### config.mk
export PLATFORM = sky130hd
export DESIGN_NAME = mac_readout
export DESIGN_NICKNAME = d
export VERILOG_FILES = /design/src/rtl/mac_readout.sv
export SDC_FILE = /design/constraint.sdc
export NUM_CORES = 1
export LEC_CHECK = 0
export ABC_AREA = 1
export CAP_MARGIN = 10
export CORE_MARGIN = 8
export CORE_UTILIZATION = 60
export CTS_BUF_LIST = sky130_fd_sc_hd__clkbuf_4 sky130_fd_sc_hd__clkbuf_8
export CTS_CLUSTER_SIZE = 24
export DETAILED_ROUTE_END_ITERATION = 8
export GPL_ROUTABILITY_DRIVEN = 1
export PLACE_DENSITY = 0.91
export SYNTH_ARGS = -nofsm -noshare
export SYNTH_HDL_FRONTEND = slang
export SYNTH_SLANG_ARGS = --single-unit
### constraint.sdc
create_clock -name clk -period 4.6 [get_ports clk]
set_input_delay 0.69 -clock clk [delete_from_list [all_inputs] [get_ports clk]]
set_output_delay 0.69 -clock clk [all_outputs]
set_load 0.02 [all_outputs]
### src/rtl/mac_readout.sv
// rtl/mac_readout.sv - MAC bank readout sequencer: sample hold, pipelined bank read, output FIFO
// Optional post-readout bank clear is built when READOUT_CLR_EN is defined.
module mac_readout #(
  parameter int N_LAGS       = 32,
  parameter int AW           = 5,
  parameter int GUARD_CYCLES = 34,
  parameter int DEPTH        = 4
) (
  input  logic          clk,
  input  logic          rst_n,
  input  logic          start,
  output logic          busy,
  output logic          sin_hold,
  output logic          rd_en,
  output logic [AW-1:0] rd_addr,
  input  logic [31:0]   rd_data,
  output logic          bank_clr,
  output logic [31:0]   dout,
  output logic [AW-1:0] dout_idx,
  output logic          dout_last,
  output logic          dout_valid,
  input  logic          dout_ready
);

  localparam logic [2:0] S_IDLE  = 3'd0;
  localparam logic [2:0] S_GUARD = 3'd1;
  localparam logic [2:0] S_OPEN  = 3'd2;
  localparam logic [2:0] S_ISSUE = 3'd3;
  localparam logic [2:0] S_DRAIN = 3'd4;
`ifdef READOUT_CLR_EN
  localparam logic [2:0] S_CLR   = 3'd5;
  localparam logic [2:0] S_CWAIT = 3'd6;
`endif

  localparam int CMAX = (GUARD_CYCLES > N_LAGS + 1) ? GUARD_CYCLES : N_LAGS + 1;
  localparam int CW   = $clog2(CMAX + 1);
  localparam int PW   = $clog2(DEPTH);
  localparam int OW   = $clog2(DEPTH + 1);
  localparam int OW1  = OW + 1;

  logic [2:0]    state;
  logic [CW-1:0] cnt;
  logic [AW-1:0] addr;

  // Two-stage in-flight tracker matching the bank's two-edge read latency
  logic          s0_v, s1_v;
  logic [AW-1:0] s0_idx, s1_idx;

  logic [31:0]   fifo_data [DEPTH];
  logic [AW-1:0] fifo_idx  [DEPTH];
  logic [PW-1:0] wr_ptr, rd_ptr;
  logic [OW-1:0] occ;

  logic [OW1-1:0] load_sum;
  logic           issue, capture, pop, last_addr, drained;

  function automatic logic [PW-1:0] ptr_inc(input logic [PW-1:0] p);
    return (p == PW'(DEPTH - 1)) ? '0 : p + PW'(1);
  endfunction

  // Reserving FIFO slots for in-flight words makes overflow impossible
  assign load_sum  = OW1'(occ) + OW1'(s0_v) + OW1'(s1_v);
  assign issue     = (state == S_ISSUE) && (load_sum < OW1'(DEPTH));
  assign capture   = s1_v;
  assign pop       = dout_valid && dout_ready;
  assign last_addr = (addr == AW'(N_LAGS - 1));
  assign drained   = !s0_v && !s1_v && (occ == '0);

  always_ff @(posedge clk or negedge rst_n) begin
    if (!rst_n) begin
      state <= S_IDLE;
      cnt   <= '0;
      addr  <= '0;
    end else begin
      case (state)
        S_IDLE: begin
          if (start) begin
            state <= S_GUARD;
            cnt   <= '0;
            addr  <= '0;
          end
        end
        S_GUARD: begin
          if (cnt == CW'(GUARD_CYCLES - 1)) begin
            state <= S_OPEN;
            cnt   <= '0;
          end else begin
            cnt <= cnt + CW'(1);
          end
        end
        S_OPEN:  state <= S_ISSUE;
        S_ISSUE: begin
          if (issue) begin
            if (last_addr) state <= S_DRAIN;
            else           addr  <= addr + AW'(1);
          end
        end
        S_DRAIN: begin
          if (drained) begin
`ifdef READOUT_CLR_EN
            state <= S_CLR;
`else
            state <= S_IDLE;
`endif
          end
        end
`ifdef READOUT_CLR_EN
        S_CLR: begin
          state <= S_CWAIT;
          cnt   <= '0;
        end
        S_CWAIT: begin
          if (cnt == CW'(N_LAGS)) begin
            state <= S_IDLE;
            cnt   <= '0;
          end else begin
            cnt <= cnt + CW'(1);
          end
        end
`endif
        default: state <= S_IDLE;
      endcase
    end
  end

  always_ff @(posedge clk or negedge rst_n) begin
    if (!rst_n) begin
      s0_v   <= 1'b0;
      s1_v   <= 1'b0;
      s0_idx <= '0;
      s1_idx <= '0;
    end else begin
      s0_v   <= issue;
      s0_idx <= addr;
      s1_v   <= s0_v;
      s1_idx <= s0_idx;
    end
  end

  always_ff @(posedge clk or negedge rst_n) begin
    if (!rst_n) begin
      wr_ptr <= '0;
      rd_ptr <= '0;
      occ    <= '0;
    end else begin
      if (capture) wr_ptr <= ptr_inc(wr_ptr);
      if (pop)     rd_ptr <= ptr_inc(rd_ptr);
      case ({capture, pop})
        2'b10:   occ <= occ + OW'(1);
        2'b01:   occ <= occ - OW'(1);
        default: occ <= occ;
      endcase
    end
  end

  // At full occupancy wr_ptr equals rd_ptr; the head is read before this write lands
  always_ff @(posedge clk) begin
    if (capture) begin
      fifo_data[wr_ptr] <= rd_data;
      fifo_idx[wr_ptr]  <= s1_idx;
    end
  end

  assign busy       = (state != S_IDLE);
  assign sin_hold   = busy;
  assign rd_en      = (state == S_OPEN) || (state == S_ISSUE) ||
                      ((state == S_DRAIN) && (s0_v || s1_v));
  assign rd_addr    = addr;
`ifdef READOUT_CLR_EN
  assign bank_clr   = (state == S_CLR);
`else
  assign bank_clr   = 1'b0;
`endif
  assign dout_valid = (occ != '0);
  assign dout       = dout_valid ? fifo_data[rd_ptr] : '0;
  assign dout_idx   = dout_valid ? fifo_idx[rd_ptr] : '0;
  assign dout_last  = dout_valid && (fifo_idx[rd_ptr] == AW'(N_LAGS - 1));

endmodule

==> reports/metrics.yaml <==
syn_inst: 624
core_mm2: 0.01201
globalRouteTotalUtil_pct: 19.84
vias: 5042
synth-main-ff-cell: "edfxtp_1"
status: "finished clean"
async_flop_share_pct: 18.23
crit_arrival_ns: 2.92
final_common_cell: "nor2_1"
multiInputGateArea_mm2: 0.001837
start_util_pct: 61.61
finalCritPeriodShare_pct: 78.56
whs_ns: 0.3498
num_rows: 40
drc: 0
drtPass1Iterations: 7
power_uw: 5696
cts.sinks: 181
crit_path_start_kind: "flop"
grt-ovfl-total: 0
antenna_found_initial: 0
root_buffer: "clkbuf_8"
dp_hpwl_um: 9930
grt_max_degree: 77
regArea_mm2: 0.005271
crit_required_ns: 3.91
cts_buffer_depth: 2
timing.fmax_ghz: 0.2767
via_per_inst: 5.856
syn_to_final_growth_pct: 17.19
antenna_cells: 0
ant_nets: 0
layout_min_cycle_time_ns: 3.614
initialDrtViolationCount: 562
h-tree-depth: 4
io_buffers: 82
irDropWorstVdd_uv: 457.9
worstSetupPathType: "reg2out"
critical_path.max_fanout: 76
finalSetupViolCount: 0
layout_common_cells: "nor2_1 (152), edfxtp_1 (148), clkdlybuf4s50_1 (82), o21ai_0 (80), nand2_1 (55)"
fin_cells: 861
p_leak_uw: 0.003158
power_density_mw_per_mm2: 656.8
cp-end-kind: "output pin"
min_path_cells: 0
final_max_slew_viol_count: 0
synth_nets: 672
ys_seq_area_share_pct: 71.21
worst_slack_ns: 0.9861
avgSynthCellArea_um2: 11.86
die_y_um: 127.1
hold_violations: 0
cts_resized: 0
yosysUniqueCellTypes: 32
place_congestion: 0.8395
holdBufCountCts: 0
post-place-cells: 829
insertion_delay_ns: 0.45
wl_per_cell_um: 18.60
drive_above_1_share_pct: 7.703
tightest_slew_ns: 1.092
synthesis.area_mm2: 0.007401
maxCapViolCount: 0
rsz0062_at_grt: "false"
cts_tree: "done"
fillCellCount: 775
synth_edf_count: 148
cts_buffers: 17
wirelength_um: 16010
ys_ff_latch: 181
grt_pass1_vias: 5120
cts_setup_buffers: 0
nNetsFinal: 749
place_ws_ns: 1.497
path_clk_slew_ns: 0.09
rrSetupSlack_ns: 1.70
fin_tns_setup_ns: 0
yosysWarnings: 0
finClkSkew_ns: 0.01338
r2r_cells: 8
grt_first_pass_wirelength_um: 24890
ios: 84
min_path_type: "reg2reg"
die_x_um: 127.1
maxSlewHeadroom_pct: 27.07
die-area_mm2: 0.01614
==> layout make-up <==
class	instances	area share (%)
Timing Repair Buffer	90	10.16
Sequential cell	181	60.78
Clock inverter	14	1.774
Clock buffer	18	2.784
Tap cell	147	2.121
Multi-Input combinational cell	383	21.18
Inverter	28	1.212
==> where the power goes <==
part / total (µW) / internal (µW) / switching (µW)
Sequential: 2110 / 1980 / 133
Combinational: 2530 / 956 / 1570
Clock: 1060 / 494 / 561
Total: 5700 / 3430 / 2270
==> Yosys cell counts, types with 2 or more instances <==
cell / n / area (µm²)
inv_2: 2 / 7.510
a21oi_1: 37 / 185.2
buf_1: 2 / 7.510
o21ai_0: 80 / 400.4
nor2_1: 153 / 574.3
xnor2_1: 3 / 26.28
ha_1: 11 / 137.6
nand3_4: 2 / 35.03
nand4_1: 2 / 12.51
o21ai_1: 7 / 35.03
nand3_1: 14 / 70.07
nor2_2: 3 / 18.77
nor3_1: 3 / 15.01
dfrtp_1: 33 / 825.8
inv_1: 26 / 97.59
buf_6: 2 / 22.52
xor2_1: 2 / 17.52
clkbuf_1: 7 / 26.28
buf_4: 14 / 105.1
buf_2: 7 / 35.03
or2_2: 2 / 12.51
nand2_1: 55 / 206.5
edfxtp_1: 148 / 4444
==> metal layers <==
| layer | routed length, µm | share of wire, % | vias to the layer above | global-route usage, % |
|---|---|---|---|---|
| met5 | 0 | 0 | - | 0 |
| met4 | 233 | 1.5 | 0 | 8.397 |
| met3 | 1255 | 7.8 | 28 | 5.532 |
| met2 | 8531 | 53 | 265 | 35.76 |
| met1 | 5991 | 37 | 2454 | 21.47 |
| li1 | - | - | 2295 | - |
==> sequential cells by signal (all words and copies together) (netlist names), 3 cells and up <==
name	count
s0_idx	5
cnt	6
occ	3
rd_addr	5
state	3
fifo_data	128
s1_idx	5
fifo_idx	20
==> final timing paths <==
kind	startpoint	end
setup / recovery	rd_ptr[0]$_DFFE_PN0N_	dout[16]
hold / removal	s0_idx[3]$_DFF_PN0_	s1_idx[3]$_DFF_PN0_
hold reg to reg	s0_idx[3]$_DFF_PN0_	s1_idx[3]$_DFF_PN0_
min in group asynchronous	rst_n	cnt[0]$_DFFE_PN0P_
max in group asynchronous	rst_n	rd_ptr[0]$_DFFE_PN0N_
setup reg to reg	occ[2]$_DFFE_PN0P_	occ[1]$_DFFE_PN0P_
==> cells by family after synthesis <==
kind of cell	synth area share (%)
adders and majority gates	2.130
and+or+nand+nor	13.14
other	0.05067
xor gates and xnor gates	0.5918
DFF	71.21
buffers and inverters	4.074
AOI/OAI and AO/OA	8.808
==> critical path, stage by stage, from the launching register on <==
cell and delay (ns):
dfrtp_2 0.42, inv_2 0.78, o21ai_0 0.30, a21oi_1 0.29, clkdlybuf4s50_1 0.65
==> stage by stage <==
step / utilization [%] / cell area, µm²
after floorplan: - / 7401
after global placement: 68.92 / 8278
after detailed placement: 68.92 / 8278
after CTS: 72.21 / 8673
after global routing: 72.21 / 8673
final: 72.21 / 8673
No activity file was read; power rests on OpenSTA's default activity.
